**src/rtl/serial_tx_if.sv**
```systemverilog
// Bundle between the alarm-side requesters and the serial_tx_scheduler.
// Requester side (master) drives enable, request levels, messages and the
// stand-by count. Scheduler side (slave) returns the ACK pulse, the grant
// index and the line signals BUSY/SEND/OUT.
//   i_en       : enables new grants
//   i_req      : level request per requester
//   i_msg      : flattened messages, requester i at [i*MSG_W +: MSG_W]
//   i_sb       : stand-by count, gap lasts i_sb+1 cycles
//   o_ack      : one-cycle one-hot pulse, message i latched
//   o_grant_id : index of the current/last granted requester
//   o_busy     : frame in progress
//   o_send     : frame-start strobe
//   o_out      : serial data, LSB first
interface serial_tx_if #(
   parameter int unsigned N_REQ = 4,
   parameter int unsigned MSG_W = 4,
   parameter int unsigned SB_W  = 4
);
   localparam int unsigned GRANT_W = (N_REQ > 1) ? $clog2(N_REQ) : 1;

   logic                     i_en;
   logic [N_REQ-1:0]         i_req;
   logic [N_REQ*MSG_W-1:0]   i_msg;
   logic [SB_W-1:0]          i_sb;
   logic [N_REQ-1:0]         o_ack;
   logic [GRANT_W-1:0]       o_grant_id;
   logic                     o_busy;
   logic                     o_send;
   logic                     o_out;

   modport master (
      output i_en, i_req, i_msg, i_sb,
      input  o_ack, o_grant_id, o_busy, o_send, o_out
   );

   modport slave (
      input  i_en, i_req, i_msg, i_sb,
      output o_ack, o_grant_id, o_busy, o_send, o_out
   );
endinterface

```
**src/rtl/serial_tx_scheduler.sv**
```systemverilog
// Round-robin scheduler sharing one serial status channel between N_REQ
// requesters. A grant latches the winner's message and stand-by count, then
// the frame goes out as: one SEND strobe cycle, MSG_W data bits LSB first,
// and a stand-by gap of SB+1 cycles before returning to IDLE.
// Ports:
//   i_clk : system clock, rising edge
//   i_rst : synchronous active-high reset, aborts any frame immediately
//   bus   : serial_tx_if slave modport (EN/REQ/MSG/SB in, ACK/GRANT_ID/
//           BUSY/SEND/OUT out); all outputs are registered
module serial_tx_scheduler #(
   parameter int unsigned N_REQ = 4,
   parameter int unsigned MSG_W = 4,
   parameter int unsigned SB_W  = 4
) (
   input  logic         i_clk,
   input  logic         i_rst,
   serial_tx_if.slave   bus
);
   localparam int unsigned GRANT_W = (N_REQ > 1) ? $clog2(N_REQ) : 1;
   localparam int unsigned BIT_W   = (MSG_W > 1) ? $clog2(MSG_W) : 1;

   localparam logic [1:0] S_IDLE  = 2'd0;
   localparam logic [1:0] S_START = 2'd1;
   localparam logic [1:0] S_DATA  = 2'd2;
   localparam logic [1:0] S_GAP   = 2'd3;

   localparam logic [BIT_W-1:0]   LAST_BIT = BIT_W'(MSG_W - 1);
   localparam logic [GRANT_W-1:0] RR_INIT  = GRANT_W'(N_REQ - 1);

   // state and registered outputs
   logic [1:0]          r_state;
   logic [N_REQ-1:0]    r_ack;
   logic [GRANT_W-1:0]  r_grant_id;
   logic                r_busy;
   logic                r_send;
   logic                r_out;
   logic [MSG_W-1:0]    r_msg;
   logic [SB_W-1:0]     r_sb;
   logic [GRANT_W-1:0]  r_rr;
   logic [BIT_W-1:0]    r_bit_cnt;
   logic [SB_W-1:0]     r_gap_cnt;

   // next-state values
   logic [1:0]          w_state;
   logic [N_REQ-1:0]    w_ack;
   logic [GRANT_W-1:0]  w_grant_id;
   logic                w_busy;
   logic                w_send;
   logic                w_out;
   logic [MSG_W-1:0]    w_msg;
   logic [SB_W-1:0]     w_sb;
   logic [GRANT_W-1:0]  w_rr;
   logic [BIT_W-1:0]    w_bit_cnt;
   logic [SB_W-1:0]     w_gap_cnt;

   // arbitration helpers
   logic                w_found;
   logic [GRANT_W-1:0]  w_winner;
   logic [GRANT_W-1:0]  w_cand;
   logic [MSG_W-1:0]    w_msg_sel;

   // Round-robin pick: first set request scanning upward from r_rr+1.
   always_comb begin
      w_found  = 1'b0;
      w_winner = '0;
      w_cand   = '0;
      for (int unsigned k = 1; k <= N_REQ; k++) begin
         w_cand = GRANT_W'((32'(r_rr) + k) % N_REQ);
         if (!w_found && bus.i_req[w_cand]) begin
            w_found  = 1'b1;
            w_winner = w_cand;
         end
      end
   end

   // Message of the winning requester.
   always_comb begin
      w_msg_sel = '0;
      for (int unsigned k = 0; k < N_REQ; k++) begin
         if (w_winner == GRANT_W'(k)) begin
            w_msg_sel = bus.i_msg[k*MSG_W +: MSG_W];
         end
      end
   end

   // Next-state and next-output logic.
   always_comb begin
      w_state    = r_state;
      w_ack      = '0;
      w_grant_id = r_grant_id;
      w_busy     = r_busy;
      w_send     = 1'b0;
      w_out      = 1'b0;
      w_msg      = r_msg;
      w_sb       = r_sb;
      w_rr       = r_rr;
      w_bit_cnt  = r_bit_cnt;
      w_gap_cnt  = r_gap_cnt;

      case (r_state)
         S_IDLE: begin
            w_busy = 1'b0;
            if (bus.i_en && w_found) begin
               // Message and stand-by count are both captured here, so the
               // whole frame is fixed once granted.
               w_state    = S_START;
               w_ack      = N_REQ'(1) << w_winner;
               w_grant_id = w_winner;
               w_rr       = w_winner;
               w_msg      = w_msg_sel;
               w_sb       = bus.i_sb;
               w_busy     = 1'b1;
               w_send     = 1'b1;
            end
         end
         S_START: begin
            w_state   = S_DATA;
            w_bit_cnt = '0;
            w_out     = r_msg[0];
         end
         S_DATA: begin
            if (r_bit_cnt == LAST_BIT) begin
               w_state   = S_GAP;
               w_bit_cnt = '0;
               w_gap_cnt = '0;
            end else begin
               w_bit_cnt = r_bit_cnt + BIT_W'(1);
               w_out     = r_msg[w_bit_cnt];
            end
         end
         S_GAP: begin
            if (r_gap_cnt == r_sb) begin
               w_state   = S_IDLE;
               w_busy    = 1'b0;
               w_gap_cnt = '0;
            end else begin
               w_gap_cnt = r_gap_cnt + SB_W'(1);
            end
         end
         default: begin
            w_state = S_IDLE;
            w_busy  = 1'b0;
         end
      endcase
   end

   // State and output registers.
   always_ff @(posedge i_clk) begin
      if (i_rst) begin
         r_state    <= S_IDLE;
         r_ack      <= '0;
         r_grant_id <= '0;
         r_busy     <= 1'b0;
         r_send     <= 1'b0;
         r_out      <= 1'b0;
         r_msg      <= '0;
         r_sb       <= '0;
         r_rr       <= RR_INIT;
         r_bit_cnt  <= '0;
         r_gap_cnt  <= '0;
      end else begin
         r_state    <= w_state;
         r_ack      <= w_ack;
         r_grant_id <= w_grant_id;
         r_busy     <= w_busy;
         r_send     <= w_send;
         r_out      <= w_out;
         r_msg      <= w_msg;
         r_sb       <= w_sb;
         r_rr       <= w_rr;
         r_bit_cnt  <= w_bit_cnt;
         r_gap_cnt  <= w_gap_cnt;
      end
   end

   assign bus.o_ack      = r_ack;
   assign bus.o_grant_id = r_grant_id;
   assign bus.o_busy     = r_busy;
   assign bus.o_send     = r_send;
   assign bus.o_out      = r_out;
endmodule

```
**src/flat_wrapper.sv**
```systemverilog
// flat-port wrapper written by rule: the top's interface ports become plain ports
module serial_tx_scheduler_flat 
#(
   parameter int unsigned N_REQ = 4,
   parameter int unsigned MSG_W = 4,
   parameter int unsigned SB_W  = 4
)
  (i_clk, i_rst, bus_i_en, bus_i_req, bus_i_msg, bus_i_sb, bus_o_ack, bus_o_grant_id, bus_o_busy, bus_o_send, bus_o_out);
  serial_tx_if #(.N_REQ(N_REQ), .MSG_W(MSG_W), .SB_W(SB_W)) bus_i ();
  input  logic i_clk;
  input  logic i_rst;
  input wire logic [$bits(bus_i.i_en)-1:0] bus_i_en;
  input wire logic [$bits(bus_i.i_req)-1:0] bus_i_req;
  input wire logic [$bits(bus_i.i_msg)-1:0] bus_i_msg;
  input wire logic [$bits(bus_i.i_sb)-1:0] bus_i_sb;
  output wire logic [$bits(bus_i.o_ack)-1:0] bus_o_ack;
  output wire logic [$bits(bus_i.o_grant_id)-1:0] bus_o_grant_id;
  output wire logic [$bits(bus_i.o_busy)-1:0] bus_o_busy;
  output wire logic [$bits(bus_i.o_send)-1:0] bus_o_send;
  output wire logic [$bits(bus_i.o_out)-1:0] bus_o_out;
  assign bus_i.i_en = bus_i_en;
  assign bus_i.i_req = bus_i_req;
  assign bus_i.i_msg = bus_i_msg;
  assign bus_i.i_sb = bus_i_sb;
  assign bus_o_ack = bus_i.o_ack;
  assign bus_o_grant_id = bus_i.o_grant_id;
  assign bus_o_busy = bus_i.o_busy;
  assign bus_o_send = bus_i.o_send;
  assign bus_o_out = bus_i.o_out;
  serial_tx_scheduler #(.N_REQ(N_REQ), .MSG_W(MSG_W), .SB_W(SB_W)) u_core (.i_clk(i_clk), .i_rst(i_rst), .bus(bus_i));
endmodule
```
**config.mk**
```make
export PLATFORM = sky130hd
export DESIGN_NAME = serial_tx_scheduler_flat
export DESIGN_NICKNAME = d
export VERILOG_FILES = /design/src/rtl/serial_tx_if.sv /design/src/rtl/serial_tx_scheduler.sv /design/src/flat_wrapper.sv
export SDC_FILE = /design/constraint.sdc
export NUM_CORES = 1
export LEC_CHECK = 0
export BUFFER_PORTS_ARGS = -buffer_cell sky130_fd_sc_hd__buf_2
export CAP_MARGIN = 30
export CORE_ASPECT_RATIO = 1.75
export CORE_MARGIN = 4
export CORE_UTILIZATION = 37
export CTS_CLUSTER_SIZE = 16
export DETAILED_ROUTE_END_ITERATION = 10
export PLACE_DENSITY_LB_ADDON = 0.05
export SLEW_MARGIN = 20
export SYNTH_ARGS = -nofsm -noshare
export SYNTH_HDL_FRONTEND = slang
export SYNTH_SLANG_ARGS = --single-unit
```
**constraint.sdc**
```tcl
create_clock -name i_clk -period 4.16 [get_ports i_clk]
set_input_delay 0.416 -clock i_clk [delete_from_list [all_inputs] [get_ports i_clk]]
set_output_delay 0.416 -clock i_clk [all_outputs]
set_load 0.03 [all_outputs]
```
After elaboration in Yosys (flattened, before gate mapping)

Index checks and enable logic that the tools add are counted.

Register bits after elaboration: 27
Input port bits: 27
Output and inout port bits: 9
Logic and storage cells: 90

$add $sub $neg: 6
Order comparisons: 5
Eq/ne operators: 11
Shifts and indexed selects: 1
Muxes and demuxes: 36
Bitwise logic cells: 2
Reductions and logical operators: 18

Operators with widths:

| operator                                                                      | number |
|---|---|
| 4-bit 2-to-1 mux                                                              | 6 |
| 2-bit 2-to-1 mux                                                              | 8 |
| 2-bit by 3-bit less-than comparator with 1-bit output (second input constant) | 5 |
| 1-bit 2-to-1 mux                                                              | 12 |
| 1-bit binary-select mux with 2-bit select                                     | 5 |
| 2-bit equality test (second input constant)                                   | 5 |
| 2-bit one-hot mux with 4 select lines                                         | 1 |
| 4-bit one-hot mux with 2 select lines                                         | 1 |
| 2-bit by 1-bit adder with 2-bit output (second input constant)                | 3 |
| 2-bit by 1-bit inequality test with 1-bit output (second input constant)      | 3 |
| 2-bit AND reduction                                                           | 3 |
| 2-bit nonzero test                                                            | 3 |
| 2-bit adder (second input constant)                                           | 2 |
| 4-bit by 1-bit adder with 4-bit output (second input constant)                | 1 |
| 2-bit by 1-bit equality test with 1-bit output (second input constant)        | 2 |
| 4-bit equality test                                                           | 1 |
| 1-bit logical AND                                                             | 4 |
| 2-bit logical NOT                                                             | 2 |
| 1-bit one-hot mux with 2 select lines                                         | 2 |
| 2-bit one-hot mux with 2 select lines                                         | 1 |
| 1-bit by 2-bit left shift with 4-bit output (first input constant)            | 1 |
| 1-bit logical NOT                                                             | 3 |
| 3-bit AND reduction                                                           | 1 |
| 3-bit OR reduction                                                            | 1 |
| 2 further kinds                                                               | 3 |

Logic depth before layout (Yosys ltp)

Depth in word-level cells: 18
Mapped depth: 7
Mapped depth without buffers: 7

Worst setup path after synthesis

No wires, ideal clock.

Path type: input -> register
Start point: in bus_i_req[1]
End point: reg u_core.r_sb[0]
Library setup time: 0.128 ns
Data arrival time: 1.437 ns
Data required time: 4.032 ns
Slack: 2.596 ns
Stages on the path: 5
Buffers on the path: 1
Path through: or4_4 -> nand3_2 -> buf_6 -> mux2i_1 -> nor2_1

Longest elaborated chain between the ends: 14
Elaborated cells on any way between the ends: 20
Classes of those cells: 12 x mux; 8 x reduce/logical

Ends and longest elaborated chain:

| item                                      | line                       | text |
|---|---|---|
| from (decl)                               | flat_wrapper.sv:13         | `input wire logic [$bits(bus_i.i_req)-1:0] bus_i_req;` |
| 1-bit binary-select mux with 2-bit select | serial_tx_scheduler.sv:69  | `if (!w_found && bus.i_req[w_cand]) begin` |
| 1-bit 2-to-1 mux (implied by the code)    | serial_tx_scheduler.sv:69  |  |
| 1-bit 2-to-1 mux                          | serial_tx_scheduler.sv:69  |  |
| 1-bit logical NOT                         | serial_tx_scheduler.sv:69  |  |
| 1-bit logical AND                         | serial_tx_scheduler.sv:69  |  |
| 1-bit 2-to-1 mux                          | serial_tx_scheduler.sv:69  |  |
| 1-bit logical NOT                         | serial_tx_scheduler.sv:69  |  |
| 1-bit logical AND                         | serial_tx_scheduler.sv:69  |  |
| 1-bit 2-to-1 mux                          | serial_tx_scheduler.sv:69  |  |
| 1-bit logical NOT                         | serial_tx_scheduler.sv:69  |  |
| 1-bit logical AND                         | serial_tx_scheduler.sv:69  |  |
| 1-bit 2-to-1 mux (*)                      | serial_tx_scheduler.sv:69  |  |
| 1-bit logical AND (*)                     | serial_tx_scheduler.sv:103 | `if (bus.i_en && w_found) begin` |
| 2-bit AND reduction (no source line) (*)  | --                         |  |
| to (signal assigned)                      | serial_tx_scheduler.sv:169 | `r_sb <= w_sb;` |
| to (decl)                                 | serial_tx_scheduler.sv:38  | `logic [SB_W-1:0] r_sb;` |

Mark *: on every way between the ends. The rest lies on a longest branch, timed or not. The select of a mux whose other input is x is not followed.
A chain may end at the register's enable or synchronous reset.

Worst setup path after layout

Start point: reg u_core.r_state[0]
End point: reg u_core.r_msg[2]

Longest elaborated chain between the ends: 2

Ends and longest elaborated chain:

| item                                 | line                       | text |
|---|---|---|
| from (decl)                          | serial_tx_scheduler.sv:31  | `logic [1:0] r_state;` |
| from (signal assigned)               | serial_tx_scheduler.sv:162 | `r_state <= w_state;` |
| 2-bit logical NOT                    | serial_tx_scheduler.sv:100 | `case (r_state)` |
| 2-bit AND reduction (no source line) | --                         |  |
| to (signal assigned)                 | serial_tx_scheduler.sv:168 | `r_msg <= w_msg;` |
| to (decl)                            | serial_tx_scheduler.sv:37  | `logic [MSG_W-1:0] r_msg;` |

No other way between the ends.

==> results.ini <==
[yosys]
synth_fa_ha_area_frac=0.0556
synth_xor_area_frac=0.0259
synthArstFlopShare=0
ys_seq_area_frac=0.400
synth_top_family_by_area=simple AND/OR/NAND/NOR gates
synth_cell_types=37
synthMuxAreaShare=0.129
synth_area_leaders=dfxtp_1 40%, mux2i_1 10%, ha_1 5.6%, nor2_1 5.3%, a21oi_1 4.1%
syn_area_mm2=0.00135
synth_top_cell_by_area=dfxtp_1
synth_edf_count=0
synth_warnings=0
synthCells=138
ys_top_cells_by_count=27 x dfxtp_1, 19 x nor2_1, 14 x mux2i_1, 11 x a21oi_1, 6 x ha_1
syn_nets=171
avgSynthCellArea_um2=9.79
synth-simple-area-share=0.199
synth_top_area_frac=0.400
synth_flop_cell=dfxtp_1
yosysMostFrequentCell=dfxtp_1
synth_compound_area_frac=0.159
synth_seq_cells=27

[setup_path]
reg2reg_depth=5
setup.worst_path.end_class=flop
max_stage_delay_ns=0.54
crit_fanout=15
start_kind=flop
r2r-end=u_core.r_msg[2]$_SDFFE_PP0P_
path_cells=inv_1, ha_1, nand3_2, or3_1, o221ai_1
arrival_ns=2.11
endpoint=u_core.r_msg[2]$_SDFFE_PP0P_
crit_cells=5
crit_buf_inv=1
crit_family=simple AND/OR/NAND/NOR gates
ff2ff_setup_slack_ns=2.24
worstReg2RegStart=u_core.r_state[0]$_SDFFE_PP0P_
startpoint=u_core.r_state[0]$_SDFFE_PP0P_
worst_path_max_delay_cell=or3_1
required_ns=4.36
path_class=reg2reg

[cts]
clk_pin_slew_ns=0.10
numClockSinks=27
clockBufferDepth=2
root_buffer=clkbuf_8
cts.repair.resized=0
hold_buffers=0
cts_tree=yes
worstSkewPairLatency_ns=0.28
cts_buffers=3
cts_setup_buffers=0
cts_max_level=1

[timing]
finalHoldViolCount=0
worst_slew_pin_slew_ns=0.766
rsz0062_at_grt=false
skew_ns=0.00611
setup_viol=0
fmax_mhz=522
fin_crit_ns=1.92
slew_headroom=0.489
tns_ns=0
maxSlewViolCount=0
fin_crit_sh=0.461

[detailed_routing]
dr.pass1.iters=4
ant_nets=0
wl_mm=2.84
via_count=1097
drtIter0Drc=14
avgRoutedWirePerCell_um=13.1
drt-vias-per-instance=5.06
drc=0

[final_layout]
drive_above_1_share=0.279
num_antenna_cells=0
area_growth_pct=18.1
nNetsFinal=206
fillers=359

[global_routing]
grt_pass1_vias=1102
grt_max_degree=25
grt_overflow=0
grt_pass1_wl_mm=4.69
antenna_found_initial=0
grtUsageTotal=0.132

[placed_design]
dpl.hpwl_mm=2.26
gp_congestion=0.711
portBuffers=35

[pwr]
power.leakage_nw=0.730
ir_worst_vdd_v=0.000218
power.density_mw_per_mm2=502
report.power.total_uw=802

[die]
coreArea_mm2=0.00347
top_level_ports=36
num_rows=28
die-area_mm2=0.00472
fp.dieW_um=53.7
dieHeight_um=87.9
start_util=0.390

[status]
status=completed

[job]
max_cap_violations=0

[min_path]
min_path_type=in2reg

-- power by group --
part | switching (mW) | internal, mW
sequential | 0.0336 | 0.307
clock | 0.0846 | 0.0680
combinational | 0.180 | 0.129
-- flip-flops by register name (all words and copies together), names as in the netlist --
name and cells:
u_core.r_state 2, u_core.r_bit_cnt 2, u_core.r_sb 4, u_core.r_rr 2, u_core.bus.o_out 1, u_core.bus.o_send 1
u_core.r_msg 4, u_core.bus.o_ack 4, u_core.r_gap_cnt 4, u_core.bus.o_grant_id 2, u_core.bus.o_busy 1
-- tightest hold or removal path: stages --
cell     delay [ns]
buf_2          0.07
mux2i_1        0.05
nor2_1         0.07
-- layout make-up --
type                       count  area, um^2  share of cell area
clock buffer                   3        41.3              0.0259
clock inverter                 1        7.51             0.00470
inverter                       2        7.51             0.00470
multi-input combinational    104         768               0.481
sequential                    27         541               0.339
tap                           45        56.3              0.0353
timing repair buffer          35         175               0.110
-- metal layers --
| layer | global-route usage | part of all wire |
|---|---|---|
| met1 | 0.125 | 0.37 |
| met2 | 0.264 | 0.57 |
| met3 | 0.0119 | 0.045 |
| met4 | 0.0558 | 0.018 |
| met5 | 0 | 0 |
-- cell families after synthesis --
family,Yosys count
simple gates,50
xor+xnor,4
buf+inv,7
compound gates,28
flops,27
fa+ha+maj,6
mux,16
-- how the worst min path moves through the flow --
stage	startpoint	to	slack, ns	depth (start not counted)
2_1_floorplan	u_core.r_bit_cnt[1]$_SDFFE_PP0N_	u_core.r_bit_cnt[1]$_SDFFE_PP0N_	0.45	2
3_3_place_gp	u_core.r_bit_cnt[1]$_SDFFE_PP0N_	u_core.r_bit_cnt[1]$_SDFFE_PP0N_	0.46	2
3_5_place_dp	u_core.r_bit_cnt[1]$_SDFFE_PP0N_	u_core.r_bit_cnt[1]$_SDFFE_PP0N_	0.47	2
4_1_cts	bus_i_sb[2]	u_core.r_sb[2]$_SDFFE_PP0P_	0.37	3
5_1_grt	bus_i_sb[0]	u_core.r_sb[0]$_SDFFE_PP0P_	0.38	3
6_report	bus_i_sb[1]	u_core.r_sb[1]$_SDFFE_PP0P_	0.37	3
-- placed cells by master (no fill, tap or decap), types with 2 or more instances in the layout --
cell,n
nand2b_1,3
nor2b_1,5
nor2_1,19
mux2i_1,14
a31oi_1,2
nand3_1,3
clkbuf_8,3
o221ai_1,4
buf_2,35
xor2_1,4
o21ai_0,3
dfxtp_1,27
inv_1,2
nor3_1,2
nand2_1,4
a21oi_1,11
nor3b_1,2
nand3b_1,5
ha_1,6
-- stage by stage --
stage / area (um^2) / worst slack (ns) / util / cells / hold slack (ns)
2_1_floorplan: 1350 / 2.60 / - / 138 / 0.449
4_1_cts: 1600 / 2.22 / 0.460 / 217 / 0.368
6_report: 1600 / 2.24 / 0.460 / 217 / 0.368
3_3_place_gp: 1550 / 2.19 / 0.446 / 213 / 0.463
5_1_grt: 1600 / 2.05 / 0.460 / 217 / 0.379
3_5_place_dp: 1550 / 2.20 / 0.446 / 213 / 0.471
Power figures use the tool's default switching activity.
